--- src/rtl/gpu_pkg.sv ---
// Shared constants for the compute core: state encodings and
// default program memory widths.
package gpu_pkg;

    localparam int DEF_ADDR_BITS = 8;
    localparam int DEF_DATA_BITS = 16;

    localparam logic [2:0] FS_IDLE    = 3'b000;
    localparam logic [2:0] FS_LOOKUP  = 3'b001;
    localparam logic [2:0] FS_MISS    = 3'b011;
    localparam logic [2:0] FS_FETCHED = 3'b010;

    localparam logic [2:0] CS_IDLE    = 3'b000;
    localparam logic [2:0] CS_FETCH   = 3'b001;
    localparam logic [2:0] CS_DECODE  = 3'b010;
    localparam logic [2:0] CS_REQUEST = 3'b011;
    localparam logic [2:0] CS_WAIT    = 3'b100;
    localparam logic [2:0] CS_EXECUTE = 3'b101;
    localparam logic [2:0] CS_UPDATE  = 3'b110;
    localparam logic [2:0] CS_DONE    = 3'b111;

endpackage

--- src/rtl/icache_array.sv ---
// Direct-mapped instruction cache storage: combinational read,
// synchronous fill, single-cycle bulk invalidate.
module icache_array
    import gpu_pkg::*;
#(
    parameter int LINES     = 8,
    parameter int TAG_BITS  = 5,
    parameter int DATA_BITS = DEF_DATA_BITS,
    localparam int IDX_BITS = $clog2(LINES)
) (
    input  logic                 clk,
    input  logic                 rst_n,
    input  logic                 clear_i,
    input  logic [IDX_BITS-1:0]  rd_idx_i,
    output logic                 rd_valid_o,
    output logic [TAG_BITS-1:0]  rd_tag_o,
    output logic [DATA_BITS-1:0] rd_data_o,
    input  logic                 wr_en_i,
    input  logic [IDX_BITS-1:0]  wr_idx_i,
    input  logic [TAG_BITS-1:0]  wr_tag_i,
    input  logic [DATA_BITS-1:0] wr_data_i
);

    logic [LINES-1:0]    valid_q;
    logic [TAG_BITS-1:0] tag_q  [LINES];
    logic [DATA_BITS-1:0] data_q [LINES];

    // Clear beats a same-cycle fill so a stale line never survives.
    always_ff @(posedge clk or negedge rst_n) begin
        if (!rst_n) begin
            valid_q <= '0;
        end else if (clear_i) begin
            valid_q <= '0;
        end else if (wr_en_i) begin
            valid_q[wr_idx_i] <= 1'b1;
        end
    end

    always_ff @(posedge clk) begin
        if (wr_en_i) begin
            tag_q[wr_idx_i]  <= wr_tag_i;
            data_q[wr_idx_i] <= wr_data_i;
        end
    end

    assign rd_valid_o = valid_q[rd_idx_i];
    assign rd_tag_o   = tag_q[rd_idx_i];
    assign rd_data_o  = data_q[rd_idx_i];

endmodule

--- src/rtl/fetcher_icache.sv ---
// Instruction fetch stage with a direct-mapped instruction cache
// in front of a valid/ready program memory port.
module fetcher_icache
    import gpu_pkg::*;
#(
    parameter int PROGRAM_MEM_ADDR_BITS = DEF_ADDR_BITS,
    parameter int PROGRAM_MEM_DATA_BITS = DEF_DATA_BITS,
    parameter int CACHE_LINES           = 8
) (
    input  logic                             clk,
    input  logic                             reset,
    input  logic [2:0]                       core_state,
    input  logic [PROGRAM_MEM_ADDR_BITS-1:0] current_pc,
    input  logic                             invalidate,
    output logic                             mem_read_valid,
    output logic [PROGRAM_MEM_ADDR_BITS-1:0] mem_read_address,
    input  logic                             mem_read_ready,
    input  logic [PROGRAM_MEM_DATA_BITS-1:0] mem_read_data,
    output logic [2:0]                       fetcher_state,
    output logic [PROGRAM_MEM_DATA_BITS-1:0] instruction,
    output logic [15:0]                      hit_count,
    output logic [15:0]                      miss_count
);

    localparam int IDX_BITS = $clog2(CACHE_LINES);
    localparam int TAG_BITS = PROGRAM_MEM_ADDR_BITS - IDX_BITS;
    localparam int AW = PROGRAM_MEM_ADDR_BITS;
    localparam int DW = PROGRAM_MEM_DATA_BITS;

    logic [2:0]    state_q, state_d;
    logic [AW-1:0] pc_q, pc_d;
    logic [AW-1:0] addr_q, addr_d;
    logic          req_q, req_d;
    logic [DW-1:0] instr_q, instr_d;
    logic [15:0]   hit_cnt_q, hit_cnt_d;
    logic [15:0]   miss_cnt_q, miss_cnt_d;

    logic                rd_valid;
    logic [TAG_BITS-1:0] rd_tag;
    logic [DW-1:0]       rd_data;
    logic                wr_en;
    logic                lookup_hit;

    logic [IDX_BITS-1:0] pc_idx;
    logic [TAG_BITS-1:0] pc_tag;

    assign pc_idx = pc_q[IDX_BITS-1:0];
    assign pc_tag = pc_q[AW-1:IDX_BITS];

    icache_array #(
        .LINES     (CACHE_LINES),
        .TAG_BITS  (TAG_BITS),
        .DATA_BITS (DW)
    ) u_array (
        .clk        (clk),
        .rst_n      (reset),
        .clear_i    (invalidate),
        .rd_idx_i   (pc_idx),
        .rd_valid_o (rd_valid),
        .rd_tag_o   (rd_tag),
        .rd_data_o  (rd_data),
        .wr_en_i    (wr_en),
        .wr_idx_i   (pc_idx),
        .wr_tag_i   (pc_tag),
        .wr_data_i  (mem_read_data)
    );

    // An invalidate seen during lookup must not be bypassed by a hit.
    assign lookup_hit = rd_valid && (rd_tag == pc_tag) && !invalidate;

    always_comb begin
        state_d    = state_q;
        pc_d       = pc_q;
        addr_d     = addr_q;
        req_d      = req_q;
        instr_d    = instr_q;
        hit_cnt_d  = hit_cnt_q;
        miss_cnt_d = miss_cnt_q;
        wr_en      = 1'b0;
        unique case (state_q)
            FS_IDLE: begin
                if (core_state == CS_FETCH) begin
                    pc_d    = current_pc;
                    state_d = FS_LOOKUP;
                end
            end
            FS_LOOKUP: begin
                if (lookup_hit) begin
                    instr_d = rd_data;
                    if (hit_cnt_q != 16'hFFFF) hit_cnt_d = hit_cnt_q + 16'd1;
                    state_d = FS_FETCHED;
                end else begin
                    req_d  = 1'b1;
                    addr_d = pc_q;
                    if (miss_cnt_q != 16'hFFFF) miss_cnt_d = miss_cnt_q + 16'd1;
                    state_d = FS_MISS;
                end
            end
            FS_MISS: begin
                if (mem_read_ready) begin
                    instr_d = mem_read_data;
                    wr_en   = !invalidate;
                    req_d   = 1'b0;
                    state_d = FS_FETCHED;
                end
            end
            FS_FETCHED: begin
                if (core_state == CS_DECODE) state_d = FS_IDLE;
            end
            default: state_d = FS_IDLE;
        endcase
    end

    always_ff @(posedge clk or negedge reset) begin
        if (!reset) begin
            state_q    <= FS_IDLE;
            pc_q       <= '0;
            addr_q     <= '0;
            req_q      <= 1'b0;
            instr_q    <= '0;
            hit_cnt_q  <= '0;
            miss_cnt_q <= '0;
        end else begin
            state_q    <= state_d;
            pc_q       <= pc_d;
            addr_q     <= addr_d;
            req_q      <= req_d;
            instr_q    <= instr_d;
            hit_cnt_q  <= hit_cnt_d;
            miss_cnt_q <= miss_cnt_d;
        end
    end

    assign mem_read_valid   = req_q;
    assign mem_read_address = addr_q;
    assign fetcher_state    = state_q;
    assign instruction      = instr_q;
    assign hit_count        = hit_cnt_q;
    assign miss_count       = miss_cnt_q;

endmodule

--- config.mk ---
export PLATFORM = sky130hd
export DESIGN_NAME = fetcher_icache
export DESIGN_NICKNAME = d
export VERILOG_FILES = /design/src/rtl/gpu_pkg.sv /design/src/rtl/icache_array.sv /design/src/rtl/fetcher_icache.sv
export SDC_FILE = /design/constraint.sdc
export NUM_CORES = 1
export LEC_CHECK = 0
export ABC_AREA = 1
export BUFFER_PORTS_ARGS = -buffer_cell sky130_fd_sc_hd__buf_2
export CAP_MARGIN = 15
export CELL_PAD_IN_SITES_DETAIL_PLACEMENT = 1
export CELL_PAD_IN_SITES_GLOBAL_PLACEMENT = 2
export CORE_MARGIN = 2
export CORE_UTILIZATION = 37
export DETAILED_ROUTE_END_ITERATION = 12
export GPL_TIMING_DRIVEN = 0
export PLACE_DENSITY_LB_ADDON = 0.1
export SLEW_MARGIN = 40
export SYNTH_ARGS = -nofsm -noshare
export SYNTH_HDL_FRONTEND = slang
export SYNTH_HIERARCHICAL = 1
export SYNTH_SLANG_ARGS = --single-unit
--- constraint.sdc ---
create_clock -name clk -period 2.7 [get_ports clk]
set_clock_uncertainty 0.05 [all_clocks]
set_input_delay 0 -clock clk [delete_from_list [all_inputs] [get_ports clk]]
set_output_delay 0 -clock clk [all_outputs]
set_load 0.02 [all_outputs]
==> results summary <==
The run finished with clean final reports. The endpoint kind of the worst setup timing path is a register. The cell area after layout came out at 14100 µm².

The total of endpoints with negative setup slack in the final report came out at 0. From bottom edge to top edge, the die measures between 150 and 200 µm. The die covers 32700 µm². The synthesized-area fraction occupied by adder cells is 0.217%. The total routing resource utilization after global routing came out at 21.6%. The gate count after technology mapping came out at 1292. The power after layout came out at 0.0135 W.

The via count of the first global-routing pass came out at 9379. The hold violation total from the final report is 0. In this run the critical register-to-register path is launched from fetcher_state[0]$_DFFE_PN0P_. The initial antenna violation count was 0.

In this run the worst setup path terminates at u_array/tag_q[3][1]$_DFFE_PP_. The internal power of the cells totals 0.00845 W. After routing, the total negative slack on setup checks comes to 0 ns. The data required time at the worst endpoint is 2.83 ns.

The cell area that synthesis handed to floorplanning was 11600 µm². In the finished design, the share of the clock period the worst path needs comes to 94.4%. The total placed instance area is roughly 13000 µm². The max-cap check violation count is 0. The total power density per cell area came out at between 900 and 1000 nW/µm². The post-synthesis register bit count is 243. The fraction of power spent switching nets came out at 37.3%. The kind of start point of the critical path is a register.

The worst setup path is of the register to register kind. Compared with the post-synthesis result, the final layout area differs by 22.4%. The worst min-delay path startpoint is current_pc[4]. After synthesis, the largest family of logic cells by area is simple AND/OR/NAND/NOR gates. The number of nets produced by synthesis is about 1300. Each instance of the synthesized netlist takes up on average 8.95 µm². In the final design database the tool counted 1491 nets. In the post-route analysis, the smallest setup slack over all paths is ~0.15 ns. The total overflow left after global routing is 0. The number of warnings reported in the yosys synthesis log is 6. The timing startpoint of the critical path is fetcher_state[0]$_DFFE_PN0P_. Clock latency on the worst-skew pair, taken at its later pin, is 0.55 ns. The die is around 180 µm wide.

The cell row count came out at 64. The number of filler cells placed in the layout is 3556. The switching power came out at 0.00502 W. The aggregate routed wire length came out at 34800 µm. At the end of routability-driven placement, the weighted congestion stood at 0.779. The part of the total power dissipated in combinational logic is between 30% and 40%. The clock network is responsible for roughly 29% of the overall power. The number of antenna repair diodes is 0. The HPWL after detailed placement is 22900 µm. Across all register-to-register paths, the minimum setup slack is between 0.1 and 0.15 ns. Setup repair after global routing could not meet its margin everywhere. The endpoint identified for the worst register-to-register timing path is u_array/tag_q[3][1]$_DFFE_PP_. The worst hold-check slack came out at around 0.22 ns. For this block, the via count after detailed routing is 8983. TritonCTS built the clock tree.

The multiplexer share of the synthesized area is 1.85%. In this run the remaining antenna-violating nets after routing total 0. The achievable clock frequency is approximately 0.4 GHz. between 90 and 100 I/O pins were placed.

Counting every sink on the clock net gives around 240. The core outline area came out at between 30000 and 40000 µm². The count of H-tree levels built during CTS came out at 1. The effective utilization at floorplan came out at 37.7%.

The count of buffers from port buffering came out at roughly 90. The worst-case clock buffer depth came out at 3. The sequential fraction of the synthesis area came out at approximately three fifths. The maximum vdd ir drop came out at 0.000496 V. The data arrival time of the worst path is 2.68 ns. The largest fanout on the critical path is 21. The pre-CTS worst setup slack is -0.753 ns. The number of design-rule violations left by the first detailed-router iteration is between 400 and 500. The CTS buffer count came out at 29. The length of the first detailed-routing pass in iterations is 5. The first-pass GRT wire length came out at 54200 µm. The number of design rule violations left after detail routing is 0. The maximum number of pins on one net before global-route repair is 46. Of the cells placed in the final design, the portion with a size suffix greater than 1 is 16.2%. The simple-gate area share of the yosys netlist is between 20% and 30%.

The routed length per instance is ~19 µm. The clock-pin transition on the worst setup and hold timing paths came out at 0.06 ns. The max-slew violation count is 0. Clock tree synthesis selected as its root buffer the cell clkbuf_16. The via-per-instance ratio came out at about 4.8.

The post-layout minimum cycle time is ~2.6 ns. The worst min-delay path category is input port to register. The number of different library cells used by synthesis comes to 29.

The static leakage came out at 6.80 nW. The register share of total power came out at 35.3%. The share of the synthesized area in compound gates (AO/OA/AOI/OAI) came out at 0.974%. The number of cells on the worst reg-to-reg path came out at 9. The xor-xnor portion of the synthesized cell area came out at 1.36%.
metrics by stage:
| stage | std cells | util [%] |
|---|---|---|
| 2_1_floorplan | 1292 | - |
| 3_3_place_gp | 1777 | 40.8 |
| 3_5_place_dp | 1779 | 40.9 |
| 4_1_cts | 1871 | 45.8 |
| 5_1_grt | 1876 | 46.1 |
| 6_report | 1876 | 46.1 |
timing repair:
action | CTS | global route
setup buffers | 2 | 5
hold endpoints to repair | 244 | 0
hold buffers | 37 | 0
endpoints found under the setup margin | 219 | 142
gates resized for setup | 40 | 27
pin swaps | 1 | 6
layer usage:
metal,GRT usage (%),wire (µm),vias up
met4,4.71,634,0
met3,3.23,1750,44
li1,-,-,4370
met1,28.6,15500,4378
met2,37.3,16900,191
met5,0,0,-
synthesized netlist by cell type (all sizes together):
cell,instances,share of area [%]
a21oi,12,0.52
buf,39,2.2
clkbuf,8,0.26
conb,1,0.032
dfrtp,75,16
edfxtp,168,44
ha,2,0.22
inv,230,7.5
mux2,19,1.9
nand2,493,16
nand3,142,6.5
nand4,17,0.97
nor2,55,2.0
nor3,3,0.17
o211ai,1,0.065
o21ai,9,0.39
xnor2,10,0.76
xor2,8,0.61
final cells by class:
class	instances	area (µm²)	share of cell area (%)
plain buffers	47	363	2.57
clock buffers	46	870	6.15
clock inverters	7	83.8	0.593
inverters	230	917	6.48
multi-input cells	772	3550	25.1
flip-flops and latches	243	6920	48.9
well taps	396	495	3.50
repair buffers	135	940	6.64
logic make-up after synthesis:
kind of cell | count (synthesis)
AND/OR/NAND/NOR | 710
buffers and inverters | 277
flip-flops | 243
AO/OA/AOI/OAI | 22
multiplexers | 19
XOR/XNOR | 18
adder cells (fa/ha/maj) | 2
other | 1
cells in the final DEF, fill, tap and decap left out, types with 3 or more instances in the layout:
cell type,n
clkbuf_4,5
xnor2_1,10
nor2_1,45
buf_2,105
buf_8,4
nand2_1,489
dlygate4sd3_1,36
a21oi_1,12
inv_1,218
clkbuf_8,8
buf_4,15
bufinv_16,3
buf_6,9
clkbuf_16,29
nor2_4,6
nor2_2,4
clkinv_2,4
mux2_2,19
inv_4,4
xor2_1,8
dfrtp_1,73
inv_2,4
nand4_1,16
nand3_4,3
nand3_1,138
o21ai_0,9
clkbuf_1,11
edfxtp_1,168
buf_12,3
registers in the layout, summed over array words and instances, names as in the netlist:
signal,count
instruction,16
pc_q,8
u_array/data_q,128
mem_read_valid,1
fetcher_state,2
u_array/valid_q,8
hit_count,16
miss_count,16
mem_read_address,8
u_array/tag_q,40
power by group through the flow:
| stage | clock [W] | sequential (W) | combinational, W |
|---|---|---|---|
| 2_1_floorplan | 0 | 0.00499 | 0.00268 |
| 3_3_place_gp | 0 | 0.00481 | 0.00450 |
| 3_5_place_dp | 0 | 0.00482 | 0.00457 |
| 4_1_cts | 0.00397 | 0.00476 | 0.00480 |
| 5_1_grt | 0.00413 | 0.00481 | 0.00539 |
| 6_report | 0.00388 | 0.00475 | 0.00485 |
how the worst min path moves through the flow:
stage	endpoint	slack [ns]	cells past startpoint
final	pc_q[4]$_DFFE_PN0P_	0.22	4
after global routing	pc_q[6]$_DFFE_PN0P_	0.23	4
after detailed placement	instruction[9]$_DFFE_PN0P_	-0.11	1
after floorplan	fetcher_state[0]$_DFFE_PN0P_	-0.35	0
after global placement	pc_q[7]$_DFFE_PN0P_	0.20	3
after CTS	pc_q[5]$_DFFE_PN0P_	0.20	4
worst max-delay path: stages (launching register included):
cell,delay [ns]
dfrtp_1,0.50
nand2_4,0.18
nor2_1,0.15
inv_2,0.13
buf_2,0.29
nor2_1,0.19
nand2_1,0.12
inv_1,0.11
nand2_1,0.12
inv_4,0.34
(Power assumes the default switching activity.)
